File: src/rtl/fetch_pkg.sv
`default_nettype none
// ============================================================================
// Module  : fetch_pkg
// Purpose : Shared types and constants for the fetch unit and its LUT.
// Rev     : 1.0  initial release
// ============================================================================
package fetch_pkg;
  // Nominal PC width, matching the 256-entry instruction memory
  localparam int PKG_PC_W = 8;
  // Branch LUT index width; the 9-bit ISA carries a 4-bit index
  localparam int LUT_IDX_W = 4;
  // PC loaded when fetching begins
  localparam int DEFAULT_START_ADDR = 0;

  typedef logic [PKG_PC_W-1:0] pc_t;

  typedef enum logic [1:0] {
    IDLE = 2'd0,
    RUN  = 2'd1,
    HALT = 2'd2
  } fetch_state_t;
endpackage
`default_nettype wire

File: src/rtl/fetch_unit_branch_lut.sv
`default_nettype none
// ============================================================================
// Module  : branch_lut
// Purpose : Small writable table of branch targets / offsets. Registered
//           write, combinational read, cleared by synchronous reset.
// Rev     : 1.0  initial release
// ============================================================================
module branch_lut #(
  parameter int  LUT_DEPTH = 16,
  parameter int  PC_W      = 8,
  localparam int IDX_W     = $clog2(LUT_DEPTH)
) (
  input  logic             clk,
  input  logic             reset,
  input  logic             we,
  input  logic [IDX_W-1:0] widx,
  input  logic [PC_W-1:0]  wdata,
  input  logic [IDX_W-1:0] ridx,
  output logic [PC_W-1:0]  rdata
);
  logic [PC_W-1:0] mem [LUT_DEPTH];

  // Clear every entry on reset, otherwise accept one write per cycle
  always_ff @(posedge clk) begin
    if (reset) begin
      for (int i = 0; i < LUT_DEPTH; i++) mem[i] <= '0;
    end else if (we) begin
      mem[widx] <= wdata;
    end
  end

  // Read sees stored contents only, so a same-cycle write is not forwarded
  assign rdata = mem[ridx];
endmodule
`default_nettype wire

File: src/rtl/fetch_unit.sv
`default_nettype none
// ============================================================================
// Module  : fetch_unit
// Purpose : Program counter and fetch sequencer in front of the instruction
//           memory. Handles start, stall, halt, end-of-program and branches
//           resolved through a small target LUT.
// Rev     : 1.0  initial release
// ============================================================================
module fetch_unit
  import fetch_pkg::*;
#(
  parameter int  PC_W       = PKG_PC_W,
  parameter int  START_ADDR = DEFAULT_START_ADDR,
  parameter int  LUT_DEPTH  = 2 ** LUT_IDX_W,
  parameter int  CNT_W      = 16,
  parameter bit  WRAP_HALT  = 1'b0,
  localparam int IDX_W      = $clog2(LUT_DEPTH)
) (
  input  logic             clk,
  input  logic             reset,
  input  logic             start,
  input  logic             stall,
  input  logic             halt_req,
  input  logic             imem_done,
  input  logic             branch_taken,
  input  logic             branch_rel,
  input  logic [IDX_W-1:0] branch_idx,
  input  logic             lut_we,
  input  logic [IDX_W-1:0] lut_idx,
  input  logic [PC_W-1:0]  lut_data,
  output logic [PC_W-1:0]  pc,
  output logic             pc_valid,
  output logic             running,
  output logic             halted,
  output logic [CNT_W-1:0] fetch_count
);
  localparam logic [PC_W-1:0] START_PC = PC_W'(START_ADDR);
  localparam logic [PC_W-1:0] PC_MAX   = '1;

  fetch_state_t    state;
  logic            first;    // first RUN cycle: memory done is still stale
  logic            stall_q;  // stall seen on the previous edge
  logic [PC_W-1:0] lut_rdata;

  branch_lut #(
    .LUT_DEPTH (LUT_DEPTH),
    .PC_W      (PC_W)
  ) u_lut (
    .clk   (clk),
    .reset (reset),
    .we    (lut_we),
    .widx  (lut_idx),
    .wdata (lut_data),
    .ridx  (branch_idx),
    .rdata (lut_rdata)
  );

  // Status outputs decode registered state only
  assign running  = (state == RUN);
  assign halted   = (state == HALT);
  assign pc_valid = running && !first && !stall_q;

  // Sequencer FSM, next-PC selection and saturating fetch counter
  always_ff @(posedge clk) begin
    if (reset) begin
      state       <= IDLE;
      pc          <= START_PC;
      first       <= 1'b0;
      stall_q     <= 1'b0;
      fetch_count <= '0;
    end else begin
      stall_q <= stall;
      if (pc_valid && (fetch_count != '1)) begin
        fetch_count <= fetch_count + CNT_W'(1);
      end
      case (state)
        IDLE, HALT: begin
          if (start) begin
            state <= RUN;
            pc    <= START_PC;
            first <= 1'b1;
          end
        end
        RUN: begin
          first <= 1'b0;
          if (halt_req) begin
            state <= HALT;
          end else if (imem_done && !first) begin
            state <= HALT;
          end else if (stall) begin
            pc <= pc;  // a branch alongside stall is dropped; requester re-asserts
          end else if (branch_taken) begin
            pc <= branch_rel ? (pc + lut_rdata) : lut_rdata;
          end else if (WRAP_HALT && (pc == PC_MAX)) begin
            state <= HALT;
          end else begin
            pc <= pc + PC_W'(1);
          end
        end
        default: begin
          state <= IDLE;
          first <= 1'b0;
        end
      endcase
    end
  end
endmodule
`default_nettype wire

File: config.mk
export PLATFORM = sky130hd
export DESIGN_NAME = fetch_unit
export DESIGN_NICKNAME = d
export VERILOG_FILES = /design/src/rtl/fetch_pkg.sv /design/src/rtl/fetch_unit_branch_lut.sv /design/src/rtl/fetch_unit.sv
export SDC_FILE = /design/constraint.sdc
export NUM_CORES = 1
export LEC_CHECK = 0
export CAP_MARGIN = 30
export CELL_PAD_IN_SITES_DETAIL_PLACEMENT = 1
export CELL_PAD_IN_SITES_GLOBAL_PLACEMENT = 1
export CORE_ASPECT_RATIO = 0.6
export CORE_MARGIN = 1.5
export CORE_UTILIZATION = 49
export DETAILED_ROUTE_END_ITERATION = 10
export PLACE_DENSITY_LB_ADDON = 0.1
export SYNTH_ARGS = -nofsm -noshare
export SYNTH_HDL_FRONTEND = slang
export SYNTH_SLANG_ARGS = --single-unit
File: constraint.sdc
create_clock -name clk -period 5.01 [get_ports clk]
set_clock_uncertainty 0.1 [all_clocks]
set_input_delay 1.2525 -clock clk [delete_from_list [all_inputs] [get_ports clk]]
set_output_delay 1.2525 -clock clk [all_outputs]
set_load 0.005 [all_outputs]
Yosys cells after proc, flatten, opt, wreduce, memory -nomap -nowiden
Memory sizes are Yosys's and may differ from the RTL's.
Cells that the tools add are included.

word-level totals
  output and inout port bits = 27
  bits in writable memories = 128
  flip-flop bits (word level) = 28
  logic and storage cells = 50
  memories = 1

cells by class
  add/subtract/negate cells = 3
  multiplexer cells = 19
  reduce and logical (&&, ||, !) cells = 13
  bitwise gates (word level) = 1
  eq/ne operators = 8

memories
  memory     words  bits a word  read ports  clocked after Yosys merged registers in  write ports  RTL line                     RTL
  u_lut.mem  16     8            1           0                                        16           fetch_unit_branch_lut.sv:21  logic [PC_W-1:0] mem [LUT_DEPTH];

operators with widths
  kind                     count
  $mux W8                  7
  $add A16 B1 Y16 const B  1
  $ne A16 B16 Y1 const B   1
  $pmux W8 S2              1
  $add A8 B1 Y8 const B    1
  $add A8 B8 Y8            1
  $ne A2 B2 Y1 const B     4
  $reduce_or A8 Y1         1
  $mux W1                  6
  $mux W2                  3
  $reduce_and A5 Y1        1
  $logic_and A1 B1 Y1      4
  $mux W4                  1
  $pmux W2 S2              1
  $reduce_or A2 Y1         2
  $ne A3 B2 Y1 const B     1
  $eq A2 B1 Y1 const B     1
  $eq A2 B2 Y1 const B     1
  $logic_not A1 Y1         2
  $logic_not A2 Y1         1
  $reduce_and A2 Y1        1
  $reduce_bool A2 Y1       1
  $not A1 Y1               1

Depth between registers and ports, before layout
An unclocked memory read counts as a cell.

  depth in word-level cells = 8
  mapped depth = 14

Cells and area by module
From an unflattened synthesis, not the netlist that was laid out.

second synthesis, totals
  cell total of the unflattened synthesis = 587
  area, all modules = 7593.5 µm²

by module, submodules not included
  module      cells each  times used  area an instance (µm²)
  branch_lut  375         1           5861.9
  fetch_unit  212         1           1731.7

Worst setup path after synthesis
No wires, ideal clock.

  path type = input port to flip-flop
  start = input port branch_idx[0]
  end = register pc[7]
  path buffers = 3
  required time = 4.773 ns
  arrival time = 3.871 ns
  stages = 12
  path slack = 0.902 ns
  cell sequence = buf_6 buf_6 buf_6 mux4_2 mux4_2 ha_1 nand3_1 o2111ai_1 a21oi_1 nor3b_1 xnor2_1 a31oi_1

between the ends
  word-level cells in the longest chain between the ends = 8

RTL lines
  element                 RTL line          RTL
  start: declaration      fetch_unit.sv:27  input logic [IDX_W-1:0] branch_idx,
  $mem_v2 Z16 W8 (*)      n/a
  $add A8 B8 Y8           fetch_unit.sv:93  pc <= branch_rel ? (pc + lut_rdata) : lut_rdata;
  $mux W8 (*)             fetch_unit.sv:93
  $mux W8 (*)             fetch_unit.sv:92  end else if (branch_taken) begin
  $mux W8 (*)             fetch_unit.sv:90  end else if (stall) begin
  $mux W8 (*)             fetch_unit.sv:88  end else if (imem_done && !first) begin
  $mux W8 (*)             fetch_unit.sv:86  if (halt_req) begin
  $pmux W8 S2 (*)         fetch_unit.sv:76  case (state)
  end signal: assignment  fetch_unit.sv:91  pc <= pc;
  end signal: assignment  fetch_unit.sv:93
  end signal: assignment  fetch_unit.sv:97  pc <= pc + PC_W'(1);
  end: declaration        fetch_unit.sv:31  output logic [PC_W-1:0] pc,

Every way passes the cells marked *; elsewhere a longest branch is shown, timed or not. The select of a mux whose other input is x is not followed.
A chain may end at the register's enable or synchronous reset.

Worst setup path after layout
  start = input port branch_idx[1]
  end = register pc[7]

The elaborated chain is that of the path after synthesis.

==> flow_results.org <==
** Yosys
- After synthesis, the netlist uses 47 different library cells.
- The number of nets handed over by synthesis was 609.
- For this run, the leading register cell type out of synthesis is edfxtp_1.
- Portion of synthesized cell area occupied by the leading cell type :: between 50% and 60%
- Synthesis produced a netlist whose cell count is 574.
- Seq/Total Area, Yosys :: ~58%
- Synthesis inferred between 150 and 200 register bits.
- Post-synthesis async set-or-reset flop share :: 0%
- Post-synth top area cell :: edfxtp_1
- The synthesized design contains 128 enable-type register cells.
- Synth warn :: 0
- Most area-consuming cells after synthesis :: edfxtp_1 (51%), mux4_2 (11%), and2_1 (11%), dfxtp_1 (7.4%), xor2_1 (2.0%)
- Mean Syn Cell Area :: 13.2 µm²
- In this run the cell area of the synthesized design comes to ~0.0076 mm².

** GRT
- Largest net degree at the start of global routing :: 33
- Total track usage :: 26.7%
- Number of global-route vias before repair :: 5,232
- Number of antenna violations at the first check in global routing :: 0
- After global routing the overflow that remains totals 0.
- The first global-routing pass estimated 31.3 mm of wire.

** Clock network
- In this run, post-CTS repair resized a total of 0 instances.
- TritonCTS built the clock tree.
- Post-CTS repair timing setup buffer count :: 0
- In this run the deepest clock path goes through 2 buffers.
- The number of hold buffers added after CTS was 0.
- CTS H-tree lvls :: 4
- Clock Root Buffer :: clkbuf_16
- Clock-pin slew of the registers on the worst-case setup and hold paths :: 60 ps
- Buffers inserted during clock tree synthesis total 17.
- For this design, the sink count on the clock tree is about 160.
- At the later pin of the worst-skew pair, clock insertion delay measures ~420 ps.

** Routing
- The detailed router placed around 5,000 vias in this run.
- The detail route stage leaves a number of antenna-violating nets equal to 0.
- Routed wirelength normalized by instance count :: around 24 µm
- After detailed routing, the number of vias per cell comes to a little under 6.
- The detailed router finished its first iteration with 404 violations.
- After detailed routing, the total wire length is approximately 20 mm.
- Residual DRC :: 0
- First drt pass iteration count :: 4

** Setup path
- For the worst flop-to-flop path, the logic depth is 11.
- The critical path is of the in -> reg type.
- The signal on the critical path passes through clkdlybuf4s50_1, buf_4, mux4_2, mux2i_1, mux2i_1, ha_1, nor3_1, o2111ai_1, nand3_1, nor3b_1, xnor2_1, a31oi_1.
- Critical path endpoint category :: register
- Data arrives at the worst endpoint at between 4000 and 5000 ps.
- CP Data Required Time :: 5180 ps
- The most numerous cell type found on the critical path is mux2i_1.
- CP peak stage delay :: around 700 ps
- Critical Path Slowest Stage Cell :: clkdlybuf4s50_1
- CP max FO :: 11
- STA classifies the critical path startpoint as an input port.

** Finish
- At the end of the flow, the number of nets in the layout was 669.
- Area added between synthesis and finish :: 17.2%
- The layout has 1,455 filler cells.
- Final std cells w/o fill :: approximately 850
- Share of final-layout standard cells stronger than drive strength 1 :: 13.6%
- Ant diodes :: 0

** Min path
- The min-delay analysis places its worst path in the category reg -> reg.
- Hold Path Cell Cnt :: 1

** Pwr
- Cell-internal power :: 2.24 mW
- In this run the power spent charging and discharging nets is 0.706 mW.
- In this run, flip-flops and latches consume 50.5% of the power.
- In this run the static leakage power is 3.16 nW.
- Dividing total power by cell area gives a power density of 332 mW/mm².
- Proportion of power drawn by combinational gates :: 9.2%
- Total Power :: 2.95 mW
- Clock share of power :: 40.2%
- VDD sags by at most 0.257 mV.
- Net switching fraction of the power :: 23.9%

** Timing
- Final hold analysis gives a worst-case slack of 389 ps.
- Final count of pins violating max slew :: 0
- Upper clock frequency limit :: 234 MHz
- Setup violations remaining at the end of the flow were counted as 0.
- At the pin with the least slew margin, the transition time is between 700 and 800 ps.
- Relative slew slack :: between 40% and 50%
- Setup tns final :: 0 ps
- Of the available clock period, the critical path in the final layout requires 85.3%.
- The number of hold-slack violations in the final timing report is 0.
- Setup repair after global routing left no endpoint under its margin.
- Final period demand of the worst path :: ~4300 ps

** Outcome
- Result of the run :: completed

** Floorplan
- The floorplan has 34 rows.
- In this run the vertical extent of the chip is 99.3 µm.
- During I/O placement, the number of pins put on the boundary was 52.
- The region available for standard cell placement spans 0.0148 mm².
- The die covers 0.0162 mm².
- Effective utilization at floorplan :: 51.2%
- The floorplan step set the die width to between 150 and 200 µm.

** Place
- Detailed placement ended at an HPWL of around 13 mm.
- Gpl congestion :: 0.826
- After detailed placement, the design holds a cell count of 813.
- Port-buffer cells :: 51

** Job
- Number of maximum-capacitance constraint violations :: 0
[per-layer routing]
metal,share of wire [%],vias to the layer above,GRT usage (%)
met4,1.2,0,7.83
met2,47,152,42.7
met3,6.0,15,6.55
met5,0,-,0
li1,-,2232,-
met1,45,2554,36.4
[cell type report]
type,instances,area [µm²],share of cell area [%]
sequential,156,4400,49.6
multi-input combinational,386,3020,34.0
clock buffer,22,462,5.20
timing repair buffer,68,658,7.42
tap,198,248,2.79
clock inverter,10,66.3,0.747
inverter,5,18.8,0.211
[kinds of logic after synthesis]
group	count (synthesis)	synth area share, %
simple gates	262	19.4
flops	156	58.1
mux	49	12.6
compound gates	44	3.63
buf+inv	32	2.01
xor+xnor	21	2.43
fa+ha+maj	10	1.75
[metrics by stage]
stage	utilization (%)	worst slack (ps)	instance area [µm²]
finish	59.9	738	8870
global route	59.9	486	8870
CTS	59.9	753	8870
detailed placement	56.4	390	8350
global placement	56.4	368	8350
floorplan	-	902	7570
[sequential cells by signal, indices dropped and copies added, names as in the netlist]
name / count
fetch_count: 16
first: 1
pc: 8
stall_q: 1
state: 2
u_lut.mem: 128
[worst paths after layout]
kind	start	end	slack, ps
worst max register to register	u_lut.mem[0][0]$_SDFFCE_PN0P_	pc[4]$_SDFFE_PP0P_	1790
worst min-delay path	state[0]$_SDFFE_PP0P_	first$_SDFFE_PP0P_	390
worst min register to register	state[0]$_SDFFE_PP0P_	first$_SDFFE_PP0P_	390
worst max-delay path	branch_idx[1]	pc[7]$_SDFFE_PP0P_	740
[layout by cell type, fill, tap and decap left out, drive strengths merged, types with 2 or more instances in the layout]
| cell type | count |
|---|---|
| a222oi | 2 |
| dfxtp | 28 |
| and3 | 5 |
| nor2 | 38 |
| ha | 9 |
| a211oi | 3 |
| mux2 | 3 |
| o21ai | 11 |
| xor2 | 17 |
| a21oi | 14 |
| nand2 | 19 |
| clkinv | 6 |
| or2 | 16 |
| or3 | 3 |
| nand3b | 2 |
| inv | 9 |
| a31oi | 3 |
| a21o | 3 |
| nand2b | 7 |
| mux4 | 37 |
| nor2b | 5 |
| o2111ai | 2 |
| xnor2 | 4 |
| clkbuf | 22 |
| nand3 | 14 |
| nand4 | 5 |
| and2 | 130 |
| clkdlybuf4s50 | 50 |
| buf | 18 |
| mux2i | 9 |
| nor3 | 14 |
| edfxtp | 128 |
[Yosys cell counts, types with 3 or more instances]
master      n
or3_1       3
nand2_1    19
nand2b_1    7
nand3_1    14
buf_6       4
nand4_1     5
a31oi_1     3
o21ai_0    10
nor3_1     14
xnor2_1     4
a21o_1      3
a211oi_1    3
ha_1        9
buf_1       3
and2_1    130
a21oi_1    14
inv_1       3
edfxtp_1  128
mux2i_1     9
mux4_2     37
clkbuf_1   18
and3_1      5
dfxtp_1    28
nor2b_1     5
xor2_1     17
nor2_1     38
or2_1      16
[worst max-delay path: cells and delay by family]
| family | cells | cell delay, ps |
|---|---|---|
| buf+inv | 2 | 1010 |
| mux | 3 | 940 |
| simple gates | 3 | 530 |
| compound gates | 2 | 280 |
| fa+ha+maj | 1 | 250 |
| xor+xnor | 1 | 150 |
[power by group through the flow]
stage	sequential (mW)	combinational [mW]	clock (mW)
2_1_floorplan	1.50	0.170	0
3_3_place_gp	1.51	0.260	0
3_5_place_dp	1.51	0.269	0
4_1_cts	1.49	0.274	1.20
5_1_grt	1.49	0.293	1.25
6_report	1.49	0.272	1.19
Note: power is estimated with default switching activity, not from simulation.
